===== config.mk =====
export PLATFORM = sky130hd
export DESIGN_NAME = multicycle_controller_flat
export DESIGN_NICKNAME = d
export VERILOG_FILES = /design/src/rtl/multicycle_controller_if.sv /design/src/rtl/multicycle_controller.sv /design/src/flat_wrapper.sv
export SDC_FILE = /design/constraint.sdc
export NUM_CORES = 1
export LEC_CHECK = 0
export CAP_MARGIN = 20
export CORE_UTILIZATION = 37
export CTS_CLUSTER_SIZE = 25
export DETAILED_ROUTE_END_ITERATION = 7
export MAX_ROUTING_LAYER = met4
export PLACE_DENSITY_LB_ADDON = 0.3
export SETUP_SLACK_MARGIN = 0.5
export SLEW_MARGIN = 20
export SYNTH_ARGS = -nofsm -noshare
export SYNTH_HDL_FRONTEND = slang
export SYNTH_SLANG_ARGS = --single-unit

===== constraint.sdc =====
create_clock -name clk -period 2.15 [get_ports clk]
set_clock_uncertainty 0.15 [all_clocks]
set_input_delay 0.5375 -clock clk [delete_from_list [all_inputs] [get_ports clk]]
set_output_delay 0.5375 -clock clk [all_outputs]
set_load 0.005 [all_outputs]

===== src/rtl/multicycle_controller_if.sv =====
// Control bundle between the multicycle controller and its datapath.
// Handshake: the memory raises mem_ready in the cycle it completes the access
// that the controller is requesting with MemRead/MemWrite. The controller
// holds the request steady until it sees mem_ready=1 at a rising edge.
interface multicycle_controller_if;
    logic [5:0] op;
    logic       mem_ready;

    logic       PCWrite;
    logic       PCWriteCond;
    logic       IorD;
    logic       MemRead;
    logic       MemWrite;
    logic       IRWrite;
    logic       MemtoReg;
    logic       RegWrite;
    logic       RegDst;
    logic       ALUSrcA;
    logic [1:0] ALUSrcB;
    logic [1:0] ALUOp;
    logic [1:0] PCSource;

    logic       illegal_op;
    logic [3:0] state;

    // Controller side: consumes opcode and memory handshake, drives controls.
    modport master (
        input  op,
        input  mem_ready,
        output PCWrite,
        output PCWriteCond,
        output IorD,
        output MemRead,
        output MemWrite,
        output IRWrite,
        output MemtoReg,
        output RegWrite,
        output RegDst,
        output ALUSrcA,
        output ALUSrcB,
        output ALUOp,
        output PCSource,
        output illegal_op,
        output state
    );

    // Datapath side: supplies opcode and memory handshake, obeys controls.
    modport slave (
        output op,
        output mem_ready,
        input  PCWrite,
        input  PCWriteCond,
        input  IorD,
        input  MemRead,
        input  MemWrite,
        input  IRWrite,
        input  MemtoReg,
        input  RegWrite,
        input  RegDst,
        input  ALUSrcA,
        input  ALUSrcB,
        input  ALUOp,
        input  PCSource,
        input  illegal_op,
        input  state
    );
endinterface


===== src/rtl/multicycle_controller.sv =====
// Multicycle MIPS-style control FSM: fetch, decode, then per-instruction
// execute/memory/writeback states. Memory states optionally wait on
// mem_ready; addi decoding is optional. The current state code is exported
// for debug.
module multicycle_controller #(
    parameter int ADDI_EN = 1,  // 1: decode addi, 0: addi is illegal
    parameter int MEM_HS  = 1   // 1: memory states wait on mem_ready
) (
    input  logic                    clk,
    input  logic                    reset,
    multicycle_controller_if.master bus
);

    // State codes are externally visible, so they are fixed values.
    localparam logic [3:0] S_FETCH  = 4'd0;
    localparam logic [3:0] S_DECODE = 4'd1;
    localparam logic [3:0] S_MEMADR = 4'd2;
    localparam logic [3:0] S_MEMRD  = 4'd3;
    localparam logic [3:0] S_MEMWB  = 4'd4;
    localparam logic [3:0] S_MEMWR  = 4'd5;
    localparam logic [3:0] S_EXEC   = 4'd6;
    localparam logic [3:0] S_ALUWB  = 4'd7;
    localparam logic [3:0] S_BRANCH = 4'd8;
    localparam logic [3:0] S_JUMP   = 4'd9;
    localparam logic [3:0] S_ADDIEX = 4'd10;
    localparam logic [3:0] S_ADDIWB = 4'd11;

    localparam logic [5:0] OP_RTYPE = 6'b000000;
    localparam logic [5:0] OP_LW    = 6'b100011;
    localparam logic [5:0] OP_SW    = 6'b101011;
    localparam logic [5:0] OP_BEQ   = 6'b000100;
    localparam logic [5:0] OP_J     = 6'b000010;
    localparam logic [5:0] OP_ADDI  = 6'b001000;

    localparam logic ADDI_ON = (ADDI_EN != 0);
    localparam logic HS_ON   = (MEM_HS != 0);

    logic [3:0] state_q;
    logic [3:0] state_d;
    logic       ready;
    logic       op_legal;

    // Without the handshake every memory access completes in one cycle.
    assign ready = HS_ON ? bus.mem_ready : 1'b1;

    assign bus.state = state_q;

    // Opcode legality, only meaningful while in DECODE.
    always_comb begin
        op_legal = 1'b0;
        case (bus.op)
            OP_RTYPE: op_legal = 1'b1;
            OP_LW:    op_legal = 1'b1;
            OP_SW:    op_legal = 1'b1;
            OP_BEQ:   op_legal = 1'b1;
            OP_J:     op_legal = 1'b1;
            OP_ADDI:  op_legal = ADDI_ON;
            default:  op_legal = 1'b0;
        endcase
    end

    // State register with synchronous reset to FETCH.
    always_ff @(posedge clk) begin
        if (reset) begin
            state_q <= S_FETCH;
        end else begin
            state_q <= state_d;
        end
    end

    // Next-state logic; op is only looked at in DECODE and MEMADR.
    always_comb begin
        state_d = S_FETCH;
        case (state_q)
            S_FETCH:  state_d = ready ? S_DECODE : S_FETCH;
            S_DECODE: begin
                case (bus.op)
                    OP_RTYPE: state_d = S_EXEC;
                    OP_LW:    state_d = S_MEMADR;
                    OP_SW:    state_d = S_MEMADR;
                    OP_BEQ:   state_d = S_BRANCH;
                    OP_J:     state_d = S_JUMP;
                    OP_ADDI:  state_d = ADDI_ON ? S_ADDIEX : S_FETCH;
                    default:  state_d = S_FETCH;
                endcase
            end
            S_MEMADR: state_d = (bus.op == OP_LW) ? S_MEMRD : S_MEMWR;
            S_MEMRD:  state_d = ready ? S_MEMWB : S_MEMRD;
            S_MEMWB:  state_d = S_FETCH;
            S_MEMWR:  state_d = ready ? S_FETCH : S_MEMWR;
            S_EXEC:   state_d = S_ALUWB;
            S_ALUWB:  state_d = S_FETCH;
            S_BRANCH: state_d = S_FETCH;
            S_JUMP:   state_d = S_FETCH;
            S_ADDIEX: state_d = S_ADDIWB;
            S_ADDIWB: state_d = S_FETCH;
            // Unused codes 12-15 recover to FETCH.
            default:  state_d = S_FETCH;
        endcase
    end

    // Control outputs; everything is forced low while reset is held.
    always_comb begin
        bus.PCWrite     = 1'b0;
        bus.PCWriteCond = 1'b0;
        bus.IorD        = 1'b0;
        bus.MemRead     = 1'b0;
        bus.MemWrite    = 1'b0;
        bus.IRWrite     = 1'b0;
        bus.MemtoReg    = 1'b0;
        bus.RegWrite    = 1'b0;
        bus.RegDst      = 1'b0;
        bus.ALUSrcA     = 1'b0;
        bus.ALUSrcB     = 2'b00;
        bus.ALUOp       = 2'b00;
        bus.PCSource    = 2'b00;
        bus.illegal_op  = 1'b0;
        if (!reset) begin
            case (state_q)
                S_FETCH: begin
                    // PC and IR update only in the cycle the fetch completes.
                    bus.MemRead = 1'b1;
                    bus.ALUSrcB = 2'b01;
                    bus.PCWrite = ready;
                    bus.IRWrite = ready;
                end
                S_DECODE: begin
                    bus.ALUSrcB    = 2'b11;
                    bus.illegal_op = ~op_legal;
                end
                S_MEMADR: begin
                    bus.ALUSrcA = 1'b1;
                    bus.ALUSrcB = 2'b10;
                end
                S_MEMRD: begin
                    bus.MemRead = 1'b1;
                    bus.IorD    = 1'b1;
                end
                S_MEMWB: begin
                    bus.MemtoReg = 1'b1;
                    bus.RegWrite = 1'b1;
                end
                S_MEMWR: begin
                    // Held for every wait cycle until memory accepts it.
                    bus.MemWrite = 1'b1;
                    bus.IorD     = 1'b1;
                end
                S_EXEC: begin
                    bus.ALUSrcA = 1'b1;
                    bus.ALUOp   = 2'b10;
                end
                S_ALUWB: begin
                    bus.RegDst   = 1'b1;
                    bus.RegWrite = 1'b1;
                end
                S_BRANCH: begin
                    bus.ALUSrcA     = 1'b1;
                    bus.ALUOp       = 2'b01;
                    bus.PCWriteCond = 1'b1;
                    bus.PCSource    = 2'b01;
                end
                S_JUMP: begin
                    bus.PCWrite  = 1'b1;
                    bus.PCSource = 2'b10;
                end
                S_ADDIEX: begin
                    bus.ALUSrcA = 1'b1;
                    bus.ALUSrcB = 2'b10;
                end
                S_ADDIWB: begin
                    bus.RegWrite = 1'b1;
                end
                default: begin
                    bus.illegal_op = 1'b0;
                end
            endcase
        end
    end

endmodule


===== src/flat_wrapper.sv =====
// flat-port wrapper written by rule: the top's interface ports become plain ports
module multicycle_controller_flat 
#(
    parameter int ADDI_EN = 1,                                       
    parameter int MEM_HS  = 1                                        
)
  (clk, reset, bus_op, bus_mem_ready, bus_PCWrite, bus_PCWriteCond, bus_IorD, bus_MemRead, bus_MemWrite, bus_IRWrite, bus_MemtoReg, bus_RegWrite, bus_RegDst, bus_ALUSrcA, bus_ALUSrcB, bus_ALUOp, bus_PCSource, bus_illegal_op, bus_state);
  multicycle_controller_if bus_i ();
  input  logic clk;
  input  logic reset;
  input wire logic [$bits(bus_i.op)-1:0] bus_op;
  input wire logic [$bits(bus_i.mem_ready)-1:0] bus_mem_ready;
  output wire logic [$bits(bus_i.PCWrite)-1:0] bus_PCWrite;
  output wire logic [$bits(bus_i.PCWriteCond)-1:0] bus_PCWriteCond;
  output wire logic [$bits(bus_i.IorD)-1:0] bus_IorD;
  output wire logic [$bits(bus_i.MemRead)-1:0] bus_MemRead;
  output wire logic [$bits(bus_i.MemWrite)-1:0] bus_MemWrite;
  output wire logic [$bits(bus_i.IRWrite)-1:0] bus_IRWrite;
  output wire logic [$bits(bus_i.MemtoReg)-1:0] bus_MemtoReg;
  output wire logic [$bits(bus_i.RegWrite)-1:0] bus_RegWrite;
  output wire logic [$bits(bus_i.RegDst)-1:0] bus_RegDst;
  output wire logic [$bits(bus_i.ALUSrcA)-1:0] bus_ALUSrcA;
  output wire logic [$bits(bus_i.ALUSrcB)-1:0] bus_ALUSrcB;
  output wire logic [$bits(bus_i.ALUOp)-1:0] bus_ALUOp;
  output wire logic [$bits(bus_i.PCSource)-1:0] bus_PCSource;
  output wire logic [$bits(bus_i.illegal_op)-1:0] bus_illegal_op;
  output wire logic [$bits(bus_i.state)-1:0] bus_state;
  assign bus_i.op = bus_op;
  assign bus_i.mem_ready = bus_mem_ready;
  assign bus_PCWrite = bus_i.PCWrite;
  assign bus_PCWriteCond = bus_i.PCWriteCond;
  assign bus_IorD = bus_i.IorD;
  assign bus_MemRead = bus_i.MemRead;
  assign bus_MemWrite = bus_i.MemWrite;
  assign bus_IRWrite = bus_i.IRWrite;
  assign bus_MemtoReg = bus_i.MemtoReg;
  assign bus_RegWrite = bus_i.RegWrite;
  assign bus_RegDst = bus_i.RegDst;
  assign bus_ALUSrcA = bus_i.ALUSrcA;
  assign bus_ALUSrcB = bus_i.ALUSrcB;
  assign bus_ALUOp = bus_i.ALUOp;
  assign bus_PCSource = bus_i.PCSource;
  assign bus_illegal_op = bus_i.illegal_op;
  assign bus_state = bus_i.state;
  multicycle_controller #(.ADDI_EN(ADDI_EN), .MEM_HS(MEM_HS)) u_core (.clk(clk), .reset(reset), .bus(bus_i));
endmodule

==> results of run 1 <==
==> Yosys cell counts, types with 2 or more instances <==
library cell,n
a31oi_1,3
o21bai_1,2
nand2_1,5
or3_1,3
o21ai_0,4
xor2_1,2
a211oi_1,2
a21oi_1,4
nand3_1,2
nand2b_1,2
nor3_1,4
a2111oi_0,2
nor4_1,3
dfxtp_1,4
or4_1,2
clkbuf_1,6
nor2_1,16
nor4b_1,2
nor2b_1,2
==> stage by stage <==
stage               TNS (ps)  hold WS, ps  setup WS (ps)  instance area [sq um]
floorplan                  0          541            154                    707
global placement       -9590          584           -751                   1100
detailed placement     -9970          617           -778                   1100
==> kinds of logic after synthesis <==
group / Yosys count / synth area share (%)
AOI/OAI and AO/OA: 21 / 26.4
xor gates and xnor gates: 3 / 4.83
buffers and inverters: 8 / 6.21
DFF: 4 / 14.7
and+or+nand+nor: 47 / 47.8
==> summary.md, run 1 <==
| Metric | Value |
|---|---|
| Unique masters post-synth | 32 |
| Root buf cell | clkbuf_4 |
| Post-synth top area cell | dfxtp_1 |
| CTS Hold Bufs | 0 |
| Die width | 40.4 microns |
| Total setup buffers inserted after CTS | 29 |
| Initial Util | 40.8% |
| Avg Inst Size Synth | 6.56 sq um |
| Outcome | aborted with a tool error |
| Hpwl dp | 1.48 mm |
| Port bufs | 29 |
| Async set-reset flop share out of synthesis | 0% |
| Clock Sinks | 4 |
| RePlAce Congestion | 0.803 |
| Synth area leaders | dfxtp_1 (15%), nor2_1 (11%), clkbuf_1 (4.1%) |
| I/O pin count | 30 |
| First Err | [ERROR DPL-0038] Utilization greater than 100%, impossible to legalize |
| Stopped at | clock tree synthesis |
| Cell Area, Synth | 544 sq um |
| Placed Instances | 143 |
| Syn nets | 92 |
| Register area share after synthesis | 14.7% |
| Post-CTS Resized | 186 |
| Die Y | 40.4 microns |
| FF+latch count, synth | 4 |
| Inserted Clock Buffers | 3 |
| Synth top area share | 14.7% |
| EDFF count, synth | 0 |
| Most used DFF post-synth | dfxtp_1 |
| Clock Path Buffers | 2 |
| Row cnt | 13 |
| Max H-tree Level | 1 |
| Syn. warnings | 0 |
| Synth Instances | 83 |
==> run 2: changes to the inputs <==
--- a/config.mk
+++ b/config.mk
@@ -6,12 +6,10 @@
 export NUM_CORES = 1
 export LEC_CHECK = 0
 export CAP_MARGIN = 20
-export CORE_UTILIZATION = 37
-export CTS_CLUSTER_SIZE = 25
+export CORE_AREA = 2 2 63 65
 export DETAILED_ROUTE_END_ITERATION = 7
-export MAX_ROUTING_LAYER = met4
-export PLACE_DENSITY_LB_ADDON = 0.3
-export SETUP_SLACK_MARGIN = 0.5
+export DIE_AREA = 0 0 65 67
+export PLACE_DENSITY_LB_ADDON = 0.15
 export SLEW_MARGIN = 20
 export SYNTH_ARGS = -nofsm -noshare
 export SYNTH_HDL_FRONTEND = slang
==> run 2 against run 1 <==
  * The flow now finishes, with violations (negative setup slack)
  * Synthesized cell count unchanged
  * Area after synthesis unchanged
==> summary.md, run 2 <==
| Metric | Value |
|---|---|
| Outcome | complete, but fails checks |
| Failing checks | negative setup slack |
| Post-synth top area cell | dfxtp_1 |
| Most frequent cells in the layout | buf_4 (20), nor2_1 (10), buf_2 (9), clkdlybuf4s50_1 (6) |
| Setup TNS | -177 ps |
| Synth top area share | 14.7% (unchanged) |
| Sw Share | 25.8% |
| Fin util | 32.8% |
| Crit path launch type | input pin |
| Clock transition at path regs | 30 ps |
| Initial Util | 15.1% (-26 points) |
| Max H-tree Level | 1 (unchanged) |
| Syn nets | 92 (unchanged) |
| Most used DFF post-synth | dfxtp_1 |
| Count of final max-slew check failures | 0 |
| Peak supply drop | 115 uV |
| Syn. warnings | 0 (unchanged) |
| Worst slew pin tran | 439 ps |
| Overall Global Routing Usage | 10.2% |
| Inserted Clock Buffers | 3 (unchanged) |
| Die area | 4360 sq um |
| EDFF count, synth | 0 (unchanged) |
| Logic gate share of total power | 32.0% |
| TritonCTS clock tree | built |
| Antenna-violating nets left | 0 |
| Worst r2r path cells | 5 |
| Nets | 145 |
| Fin crit share | 108% |
| Critical Path End Type | output port |
| Proportion of layout cells with a drive suffix above 1 | 51.5% |
| Flop pwr share | 22.6% |
| CTS Hold Bufs | 0 (unchanged) |
| XOR/XNOR share of the synthesized area | 4.83% (unchanged) |
| Area Overhead vs Synth | 117% |
| Internal Power | 0.259 mW |
| First-pass GRT wire length | 3.57 mm |
| Cell Area, Synth | 544 sq um (unchanged) |
| Clock Path Buffers | 2 (unchanged) |
| Residual DRC | 0 |
| Worst R2R Start | u_core.bus.state[1] |
| Post-Route WL | 2.16 mm |
| PD cells | 295 nW/um^2 |
| Row cnt | 22 (+9) |
| Max Fclk | 430 MHz |
| FF+latch count, synth | 4 (unchanged) |
| Vias | 817 |
| Vias in the first global route | 798 |
| CP max FO | 2 |
| Worst slew margin | 70.0% |
| Grt ovf | 0 |
| CP endpoint | bus_illegal_op |
| Root buf cell | clkbuf_8 |
| CP Data Required Time | 1460 ps |
| Synth area leaders | dfxtp_1 (15%), nor2_1 (11%), clkbuf_1 (4.1%) |
| RePlAce Congestion | 0.708 (-12%) |
| Synth Area in Compound Gates | 26.4% (unchanged) |
| Reg2reg setup slack | 140 ps |
| RSZ-0062 raised after global routing | true |
| Clock Power Share | 45.4% |
| Vias/cell | 4.49 |
| Worst Setup SP | bus_op[0] |
| Die width | 65 microns (+61%) |
| Hold WC Path Type | in -> reg |
| Top cells by count, synth | nor2_1 (16), clkbuf_1 (6), nand2_1 (5) |
| Core area | 3610 sq um |
| Main combinational cell family by area after synthesis | simple AND/OR/NAND/NOR gates |
| Hpwl dp | 1.52 mm (+3.1%) |
| Max-Cap Viols | 0 |
| Initial antenna violation count | 0 |
| Critical path type | in -> out |
| Net Sw Power | 0.0899 mW |
| Largest net degree at the start of global routing | 21 |
| Port bufs | 29 (unchanged) |
| Final setup viols | 1 |
| Clock Sinks | 4 (unchanged) |
| Simple-gate area share of the yosys netlist | 47.8% (unchanged) |
| Synth Instances | 83 (unchanged) |
| Setup ws final | -177 ps |
| Die Y | 67 microns (+66%) |
| Hold Path Origin | bus_op[1] |
| Post-route minimum period | 2330 ps |
| I/O pin count | 30 (unchanged) |
| Unique masters post-synth | 32 (unchanged) |
| Register area share after synthesis | 14.7% (unchanged) |
| Async set-reset flop share out of synthesis | 0% (unchanged) |
| Max FFs per register | 4 |
| Top-count cell post-synth | nor2_1 |
| Antenna Cells | 0 |
| Synth Area in Adders | 0% (unchanged) |
| Final Hold Fails | 0 |
| Commonest non-fill, non-tap cell in the layout | buf_4 |
| Initial drt markers | 27 |
| Leakage Power | 0.480 nW |
| Reg2reg end | u_core.bus.state[2] |
| Crit path arrival time | 1640 ps |
| Avg Inst Size Synth | 6.56 sq um (unchanged) |
| Routed wire length per instance | 11.8 microns |
| Mux cell area share after synthesis | 0% (unchanged) |
| TritonRoute pass-1 iters | 3 |
| Clock Latency Late Sink | 220 ps |
run 2: cell counts after synthesis:
Identical to the previous run, type by type.
run 2: area by class of cell:
class	count	area [sq um]
clock buffer	3	41.3
fill	397	2420
multi-input combinational	71	528
sequential	4	82.6
tap	48	60.1
timing repair buffer	56	472
run 2: per-stage QoR:
stage | instance area, sq um | cells | hold WS, ps | worst slack [ps] | power, mW
after floorplan | 544 | 83 | 546 | 37.3 | 0.113
after global placement | 1030 | 174 | 587 | -784 | 0.175
after detailed placement | 1030 | 174 | 593 | -808 | 0.175
after CTS | 1120 | 180 | 614 | -193 | 0.340
after global routing | 1180 | 182 | 604 | -231 | 0.370
final | 1180 | 182 | 574 | -177 | 0.349
run 2: cells by family (layout without fill, tap and decap cells):
kind of cell	count (synthesis)	in the layout
AOI/OAI and AO/OA	21	21
xor gates and xnor gates	3	3
buffers and inverters	8	59
DFF	4	4
and+or+nand+nor	47	47
run 2: worst min-delay path by stage:
stage | end | slack, ps | cells after the start
after CTS | u_core.bus.state[1] | 610 | 3
after floorplan | u_core.bus.state[0] | 550 | 2
after global routing | u_core.bus.state[0] | 600 | 4
final | u_core.bus.state[0] | 570 | 4
after global placement | u_core.bus.state[1] | 590 | 3
after detailed placement | u_core.bus.state[1] | 590 | 3
run 2: critical path, cell delays in order:
cell	delay, ps
buf_6	90
or4_4	520
a211oi_2	270
nor4_2	90
buf_2	130
run 2: metal layers:
layer / up-vias / global-route usage, % / part of all wire [%] / wire length, microns
met5: - / 0 / 0 / 0
met4: 0 / 4.79 / 0 / 0
met3: 0 / 0.507 / 3.9 / 83
met2: 16 / 18.2 / 52 / 1130
met1: 385 / 12.7 / 44 / 946
li1: 416 / - / - / -
run 2: power by group through the flow:
stage               Sequential, mW  Clock, mW  Combinational [mW]
floorplan                   0.0785          0              0.0341
global placement            0.0781          0              0.0968
detailed placement          0.0781          0              0.0971
CTS                         0.0771      0.164              0.0991
global route                0.0793      0.167               0.123
finish                      0.0789      0.158               0.112
run 2: timing repair:
item,in CTS,in global routing
pin swaps,10,5
gates resized for setup,72,30
gates cloned,0,1
setup buffers,3,1
endpoints found under the setup margin,19,12
No activity file was read; power rests on OpenSTA's default activity.
